[src/rtl/joystick_pkg.sv]
// Shared constants, FSM state type and SPI command-bit helper for the joystick ADC master.
package joystick_pkg;

  localparam int unsigned ADC_W           = 12;
  localparam int unsigned FRAME_BITS      = 17;
  localparam int unsigned DATA_FIRST_EDGE = 6;
  localparam int unsigned EDGE_W          = 5;
  localparam int unsigned ACC_W           = ADC_W + 2;

  typedef enum logic [1:0] {IDLE, SHIFT, DONE} adc_state_t;

  // Command bit driven before rising edge k: start, SGL, ODD=chan, MSBF, then zeros.
  function automatic logic cmd_bit(input logic [EDGE_W-1:0] k, input logic chan);
    case (k)
      5'd1, 5'd2, 5'd4: return 1'b1;
      5'd3:             return chan;
      default:          return 1'b0;
    endcase
  endfunction

endpackage

[src/rtl/joystick_adc_if.sv]
// ADC pin bundle plus published joystick results; master = converter, slave = ADC/consumer side.
interface joystick_adc_if;
  import joystick_pkg::*;

  logic             adc_cs_n;
  logic             adc_sclk;
  logic             adc_din;
  logic             adc_dout;
  logic [ADC_W-1:0] x_val;
  logic [ADC_W-1:0] y_val;
  logic             sample_valid;
  logic             sample_chan;

  modport master (
    output adc_cs_n, adc_sclk, adc_din, x_val, y_val, sample_valid, sample_chan,
    input  adc_dout
  );

  modport slave (
    input  adc_cs_n, adc_sclk, adc_din, x_val, y_val, sample_valid, sample_chan,
    output adc_dout
  );
endinterface

[src/rtl/joystick_adc_sclk_gen.sv]
// SPI clock divider: CLK_DIV cycles per half-period, low half first, rise/fall strobes and
// a rising-edge index; held idle (sclk low, index 0) whenever en_i is low.
module adc_sclk_gen
  import joystick_pkg::*;
#(
  parameter int unsigned CLK_DIV = 25
) (
  input  logic              clk,
  input  logic              rst,
  input  logic              en_i,
  output logic              sclk_o,
  output logic              rise_c_o,
  output logic              fall_c_o,
  output logic [EDGE_W-1:0] edge_idx_o
);

  localparam int unsigned CNT_W = $clog2(CLK_DIV);

  logic [CNT_W-1:0]  cnt_q, cnt_d;
  logic              sclk_q, sclk_d;
  logic [EDGE_W-1:0] idx_q, idx_d;
  logic              half_end;

  always_comb begin
    half_end = en_i && (cnt_q == CNT_W'(CLK_DIV - 1));
    cnt_d    = cnt_q + CNT_W'(1);
    sclk_d   = sclk_q;
    idx_d    = idx_q;
    if (!en_i) begin
      cnt_d  = '0;
      sclk_d = 1'b0;
      idx_d  = '0;
    end else if (half_end) begin
      cnt_d  = '0;
      sclk_d = ~sclk_q;
      if (!sclk_q) idx_d = idx_q + EDGE_W'(1);
    end
  end

  always_ff @(posedge clk or posedge rst) begin
    if (rst) begin
      cnt_q  <= '0;
      sclk_q <= 1'b0;
      idx_q  <= '0;
    end else begin
      cnt_q  <= cnt_d;
      sclk_q <= sclk_d;
      idx_q  <= idx_d;
    end
  end

  assign sclk_o     = sclk_q;
  assign rise_c_o   = half_end && !sclk_q;
  assign fall_c_o   = half_end && sclk_q;
  assign edge_idx_o = idx_q;

endmodule

[src/rtl/joystick_adc.sv]
// SPI master for an MCP3202-style 2-channel ADC: converts X and Y alternately and holds results.
// Optional JOYSTICK_AVG_EN: publish the truncated mean of every 4 conversions per channel.
module joystick_adc
  import joystick_pkg::*;
#(
  parameter int unsigned      CLK_DIV   = 25,
  parameter int unsigned      CS_IDLE   = 50,
  parameter logic [ADC_W-1:0] RESET_VAL = 12'h600
) (
  input  logic           clk,
  input  logic           reset,
  joystick_adc_if.master adc
);

  localparam int unsigned IDLE_W = $clog2(CS_IDLE) + 1;

  adc_state_t        state_q, state_d;
  logic [IDLE_W-1:0] idle_cnt_q, idle_cnt_d;
  logic              chan_q, chan_d;
  logic [ADC_W-1:0]  shift_q, shift_d;
  logic              cs_n_q, cs_n_d;
  logic              din_q, din_d;
  logic [ADC_W-1:0]  x_q, x_d, y_q, y_d;
  logic              valid_q, valid_d;
  logic              vchan_q, vchan_d;
  logic [ADC_W-1:0]  pub_val;
  logic              pub_en;

  logic              sclk;
  logic              rise_c, fall_c;
  logic [EDGE_W-1:0] edge_idx;

  adc_sclk_gen #(.CLK_DIV(CLK_DIV)) u_sclk_gen (
    .clk        (clk),
    .rst        (reset),
    .en_i       (state_q == SHIFT),
    .sclk_o     (sclk),
    .rise_c_o   (rise_c),
    .fall_c_o   (fall_c),
    .edge_idx_o (edge_idx)
  );

`ifdef JOYSTICK_AVG_EN
  logic [1:0][ACC_W-1:0] acc_q, acc_d;
  logic [1:0][1:0]       grp_q, grp_d;
  logic [ACC_W-1:0]      sum;
`endif

  always_comb begin
    state_d    = state_q;
    idle_cnt_d = idle_cnt_q;
    chan_d     = chan_q;
    shift_d    = shift_q;
    din_d      = din_q;
    x_d        = x_q;
    y_d        = y_q;
    valid_d    = 1'b0;
    vchan_d    = vchan_q;
    pub_val    = shift_q;
    pub_en     = 1'b0;
`ifdef JOYSTICK_AVG_EN
    acc_d      = acc_q;
    grp_d      = grp_q;
    sum        = acc_q[chan_q] + ACC_W'(shift_q);
`endif
    case (state_q)
      IDLE: begin
        if (idle_cnt_q == IDLE_W'(CS_IDLE - 1)) begin
          idle_cnt_d = '0;
          state_d    = SHIFT;
          shift_d    = '0;
          din_d      = cmd_bit(EDGE_W'(1), chan_q);
        end else begin
          idle_cnt_d = idle_cnt_q + IDLE_W'(1);
        end
      end
      SHIFT: begin
        // Edges 1..5 carry the command and null bit; data starts at edge 6.
        if (rise_c && (edge_idx >= EDGE_W'(DATA_FIRST_EDGE - 1)))
          shift_d = {shift_q[ADC_W-2:0], adc.adc_dout};
        if (fall_c) begin
          if (edge_idx == EDGE_W'(FRAME_BITS)) begin
            state_d = DONE;
            din_d   = 1'b0;
`ifdef JOYSTICK_AVG_EN
            if (grp_q[chan_q] == 2'd3) begin
              pub_val       = ADC_W'(sum >> 2);
              pub_en        = 1'b1;
              acc_d[chan_q] = '0;
              grp_d[chan_q] = 2'd0;
            end else begin
              acc_d[chan_q] = sum;
              grp_d[chan_q] = grp_q[chan_q] + 2'd1;
            end
`else
            pub_en = 1'b1;
`endif
          end else begin
            din_d = cmd_bit(edge_idx + EDGE_W'(1), chan_q);
          end
        end
      end
      DONE: begin
        state_d = IDLE;
        chan_d  = ~chan_q;
      end
      default: state_d = IDLE;
    endcase
    // Registered at the SHIFT->DONE edge so results and the pulse appear during DONE.
    if (pub_en) begin
      valid_d = 1'b1;
      vchan_d = chan_q;
      if (chan_q) y_d = pub_val;
      else        x_d = pub_val;
    end
    cs_n_d = (state_d != SHIFT);
  end

  always_ff @(posedge clk or posedge reset) begin
    if (reset) begin
      state_q    <= IDLE;
      idle_cnt_q <= '0;
      chan_q     <= 1'b0;
      shift_q    <= '0;
      cs_n_q     <= 1'b1;
      din_q      <= 1'b0;
      x_q        <= RESET_VAL;
      y_q        <= RESET_VAL;
      valid_q    <= 1'b0;
      vchan_q    <= 1'b0;
`ifdef JOYSTICK_AVG_EN
      acc_q      <= '0;
      grp_q      <= '0;
`endif
    end else begin
      state_q    <= state_d;
      idle_cnt_q <= idle_cnt_d;
      chan_q     <= chan_d;
      shift_q    <= shift_d;
      cs_n_q     <= cs_n_d;
      din_q      <= din_d;
      x_q        <= x_d;
      y_q        <= y_d;
      valid_q    <= valid_d;
      vchan_q    <= vchan_d;
`ifdef JOYSTICK_AVG_EN
      acc_q      <= acc_d;
      grp_q      <= grp_d;
`endif
    end
  end

  assign adc.adc_cs_n     = cs_n_q;
  assign adc.adc_sclk     = sclk;
  assign adc.adc_din      = din_q;
  assign adc.x_val        = x_q;
  assign adc.y_val        = y_q;
  assign adc.sample_valid = valid_q;
  assign adc.sample_chan  = vchan_q;

endmodule

[src/flat_wrapper.sv]
// flat-port wrapper written by rule: the top's interface ports become plain ports
module joystick_adc_flat import joystick_pkg::*;
#(
  parameter int unsigned      CLK_DIV   = 25,
  parameter int unsigned      CS_IDLE   = 50,
  parameter logic [ADC_W-1:0] RESET_VAL = 12'h600
)
  (clk, reset, adc_adc_cs_n, adc_adc_sclk, adc_adc_din, adc_x_val, adc_y_val, adc_sample_valid, adc_sample_chan, adc_adc_dout);
  joystick_adc_if adc_i ();
  input  logic clk;
  input  logic reset;
  output wire logic [$bits(adc_i.adc_cs_n)-1:0] adc_adc_cs_n;
  output wire logic [$bits(adc_i.adc_sclk)-1:0] adc_adc_sclk;
  output wire logic [$bits(adc_i.adc_din)-1:0] adc_adc_din;
  output wire logic [$bits(adc_i.x_val)-1:0] adc_x_val;
  output wire logic [$bits(adc_i.y_val)-1:0] adc_y_val;
  output wire logic [$bits(adc_i.sample_valid)-1:0] adc_sample_valid;
  output wire logic [$bits(adc_i.sample_chan)-1:0] adc_sample_chan;
  input wire logic [$bits(adc_i.adc_dout)-1:0] adc_adc_dout;
  assign adc_adc_cs_n = adc_i.adc_cs_n;
  assign adc_adc_sclk = adc_i.adc_sclk;
  assign adc_adc_din = adc_i.adc_din;
  assign adc_x_val = adc_i.x_val;
  assign adc_y_val = adc_i.y_val;
  assign adc_sample_valid = adc_i.sample_valid;
  assign adc_sample_chan = adc_i.sample_chan;
  assign adc_i.adc_dout = adc_adc_dout;
  joystick_adc #(.CLK_DIV(CLK_DIV), .CS_IDLE(CS_IDLE), .RESET_VAL(RESET_VAL)) u_core (.clk(clk), .reset(reset), .adc(adc_i));
endmodule
[config.mk]
export PLATFORM = sky130hd
export DESIGN_NAME = joystick_adc_flat
export DESIGN_NICKNAME = d
export VERILOG_FILES = /design/src/rtl/joystick_pkg.sv /design/src/rtl/joystick_adc_if.sv /design/src/rtl/joystick_adc_sclk_gen.sv /design/src/rtl/joystick_adc.sv /design/src/flat_wrapper.sv
export SDC_FILE = /design/constraint.sdc
export NUM_CORES = 1
export LEC_CHECK = 0
export BUFFER_PORTS_ARGS = -buffer_cell sky130_fd_sc_hd__buf_2
export CAP_MARGIN = 20
export CORE_UTILIZATION = 44
export CTS_CLUSTER_SIZE = 8
export DETAILED_ROUTE_END_ITERATION = 6
export PLACE_DENSITY = 0.69
export SYNTH_ARGS = -nofsm -noshare
export SYNTH_HDL_FRONTEND = slang
export SYNTH_HIERARCHICAL = 1
export SYNTH_SLANG_ARGS = --single-unit
[constraint.sdc]
create_clock -name clk -period 3 [get_ports clk]
set_input_delay 0.9 -clock clk [delete_from_list [all_inputs] [get_ports clk]]
set_output_delay 0.9 -clock clk [all_outputs]
set_load 0.005 [all_outputs]
==> results.json <==
{
  "total_power_mw": 1.723,
  "cts_max_level": 3,
  "drv_cap": 0,
  "drv_slew": 0,
  "slew_headroom": 0.4907,
  "ys_ff_latch": 61,
  "fp.dieW_um": 83.64,
  "synth_top_area_frac": 0.4778,
  "post_cts_buffers": 0,
  "insertion_delay_ps": 340,
  "synth-edff-count": 0,
  "die-area_um2": 6996,
  "cts_tree": "built",
  "place_hpwl_um": 3711,
  "antenna_left": 0,
  "async_flop_share": 1.000,
  "ir_drop_mv": 0.3358,
  "multi_input_area_um2": 1290,
  "ys_warn_count": 6,
  "status": "finished clean",
  "grt_setup_unrepaired": "false",
  "syn_to_final_growth_pct": 16.77,
  "synth_nets": 255,
  "grt_pass1_vias": 1991,
  "worstSetupPathType": "register to register",
  "worst-r2r-setup-slack_ps": 520,
  "critPathRequiredTime_ps": 3220,
  "hp-class": "register to register",
  "start_util": 0.4592,
  "cts_made_buffers": 9,
  "routabilityCongestion": 0.7847,
  "fin_util": 0.5362,
  "cts_root_buf": "clkbuf_8",
  "cts_buffer_depth": 2,
  "synth_cells": 247,
  "leakagePower_nw": 1.602,
  "gr-usage-all-layers": 0.1771,
  "clock_skew_ps": 6.754,
  "cts_num_sinks": 61,
  "die_h_um": 83.64,
  "worst_pin_slew_ps": 761.2,
  "synth.avg_cell_area_um2": 11.87,
  "cts.reportedPaths.clkPinSlew_ps": 60,
  "portBuffers": 31,
  "wirelength_um": 5469,
  "cp_max_fo": 12,
  "fmax_ghz": 0.4037,
  "antenna_found_initial": 0,
  "cts_resized": 0,
  "ff_latch_area_um2": 1533,
  "critPathCaptureType": "register",
  "design_area_um2": 3425,
  "gr-total-overflow": 0,
  "cts_hold_buffers": 0,
  "io_pins": 32,
  "min_period_ps": 2477,
  "grt_pass1_wl_um": 9715,
  "setup_violations": 0,
  "fin_nets": 291,
  "vias": 2016,
  "finalCritPeriodShare": 0.8258,
  "p_per_area_nw_per_um2": 503.3,
  "drc": 0,
  "preCtsSetupSlack_ps": 510.4,
  "seq_area_frac_synth": 0.5226,
  "wl_per_cell_um": 14.98,
  "yosys.cell_types.count": 51,
  "yosysTopAreaCell": "dfrtp_1",
  "first_iter_violations": 80,
  "grt_max_degree": 27,
  "via_per_inst": 5.523,
  "fin_hold_ws_ps": 492.3,
  "worstPathArrival_ps": 2700,
  "dr.pass1.iters": 4,
  "ys.flop_type": "dfrtp_1",
  "setup-tns-final_ps": 0,
  "dp.cells": 349,
  "fin_ws_ps": 522.7,
  "instances_no_fill": 365,
  "n_fill_cell": 545,
  "cp-start-kind": "register",
  "insertedDiodeCount": 0,
  "synth_area_leaders": "dfrtp_1 (48%), mux2_2 (9.2%), dfstp_2 (4.5%), a221o_1 (4.1%), nand3b_1 (3.1%)",
  "netlist_area_um2": 2933,
  "place_area_um2": 3184,
  "layout-drive-gt1-share": 0.3264,
  "hold_viol": 0,
  "core_um2": 6386,
  "row_count": 29
}
==> final timing paths <==
check / start / endpoint / cells after the start
setup / recovery: u_core/u_sclk_gen/cnt_q[0]$_DFF_PP0_ / u_core/adc.x_val[1]$_DFFE_PP0P_ / 8
hold / removal: u_core/u_sclk_gen/cnt_q[0]$_DFF_PP0_ / u_core/u_sclk_gen/cnt_q[0]$_DFF_PP0_ / 1
setup reg to reg: u_core/u_sclk_gen/cnt_q[0]$_DFF_PP0_ / u_core/adc.x_val[1]$_DFFE_PP0P_ / 8
hold reg to reg: u_core/u_sclk_gen/cnt_q[0]$_DFF_PP0_ / u_core/u_sclk_gen/cnt_q[0]$_DFF_PP0_ / 1
max in group asynchronous: reset / u_core/adc.x_val[10]$_DFFE_PP1P_ / 3
min in group asynchronous: reset / u_core/u_sclk_gen/edge_idx_o[1]$_DFFE_PP0P_ / 2
==> cells by family (layout without fill, tap and decap cells) <==
| family | Yosys count | count (layout) | synth area share |
|---|---|---|---|
| flops | 61 | 61 | 0.5226 |
| compound gates | 51 | 51 | 0.1331 |
| fa+ha+maj | 5 | 5 | 0.02133 |
| simple gates | 76 | 76 | 0.1719 |
| xor+xnor | 6 | 6 | 0.01792 |
| mux | 25 | 25 | 0.09556 |
| buf+inv | 23 | 64 | 0.03754 |
==> sequential cells by signal, indices dropped and copies added, names as in the netlist <==
signal                        count
u_core/adc.adc_cs_n               1
u_core/adc.adc_din                1
u_core/adc.sample_chan            1
u_core/adc.sample_valid           1
u_core/adc.x_val                 12
u_core/adc.y_val                 12
u_core/chan_q                     1
u_core/idle_cnt_q                 7
u_core/pub_val                   12
u_core/state_q                    2
u_core/u_sclk_gen/cnt_q           5
u_core/u_sclk_gen/edge_idx_o      5
u_core/u_sclk_gen/sclk_o          1
==> metal layers <==
metal  share of wire  vias to the layer above  track usage
li1                -                      986            -
met2            0.44                       42       0.2535
met1            0.49                      978       0.2414
met5               0                        -            0
met4           0.019                        0      0.08012
met3           0.045                       10      0.06231
==> report_power, final <==
part | total (mW) | leakage [nW] | switching [mW] | internal [mW]
Combinational | 0.0204 | 0.660 | 0.0167 | 0.00375
Clock | 0.880 | 0.121 | 0.306 | 0.574
Sequential | 0.823 | 0.821 | 0 | 0.823
Total | 1.72 | 1.60 | 0.323 | 1.40
==> cells in the mapped netlist (3+ instances only) <==
cell type	count
xnor2_1	4
dfrtp_1	56
nand2_1	7
o21ai_0	8
or3_1	3
inv_1	8
o21a_1	3
mux2_2	24
nand3_1	4
a221o_1	12
dfstp_2	5
buf_2	4
nand3b_1	12
a211oi_1	11
clkbuf_1	8
ha_1	5
nor2_1	12
or4_1	3
and2_1	13
and3_1	3
a21oi_1	3
==> final cells by class <==
class,instances,area share
tap,77,0.02813
multi-input combinational,163,0.3767
timing repair buffer,40,0.06869
sequential,61,0.4476
inverter,8,0.008769
clock buffer,12,0.04238
clock inverter,4,0.02777
==> cell usage in the layout (no fill, tap or decap), types with 5 or more instances in the layout <==
| cell | count |
|---|---|
| a221o_1 | 12 |
| buf_4 | 8 |
| and2_1 | 13 |
| ha_1 | 5 |
| nor2_1 | 12 |
| o21ai_0 | 8 |
| buf_2 | 31 |
| a211oi_1 | 11 |
| dfstp_2 | 5 |
| nand2_1 | 7 |
| nand3b_1 | 12 |
| inv_1 | 7 |
| dfrtp_1 | 56 |
| mux2_2 | 24 |
| clkbuf_8 | 10 |
==> worst max-delay path: stages, from the launching register on <==
cell,delay (ps)
dfrtp_1,410
inv_1,70
ha_1,190
nand4b_4,190
nor2_1,250
nand4b_1,250
nor3_4,440
buf_4,240
mux2_2,340
No activity file was read; power rests on OpenSTA's default activity.
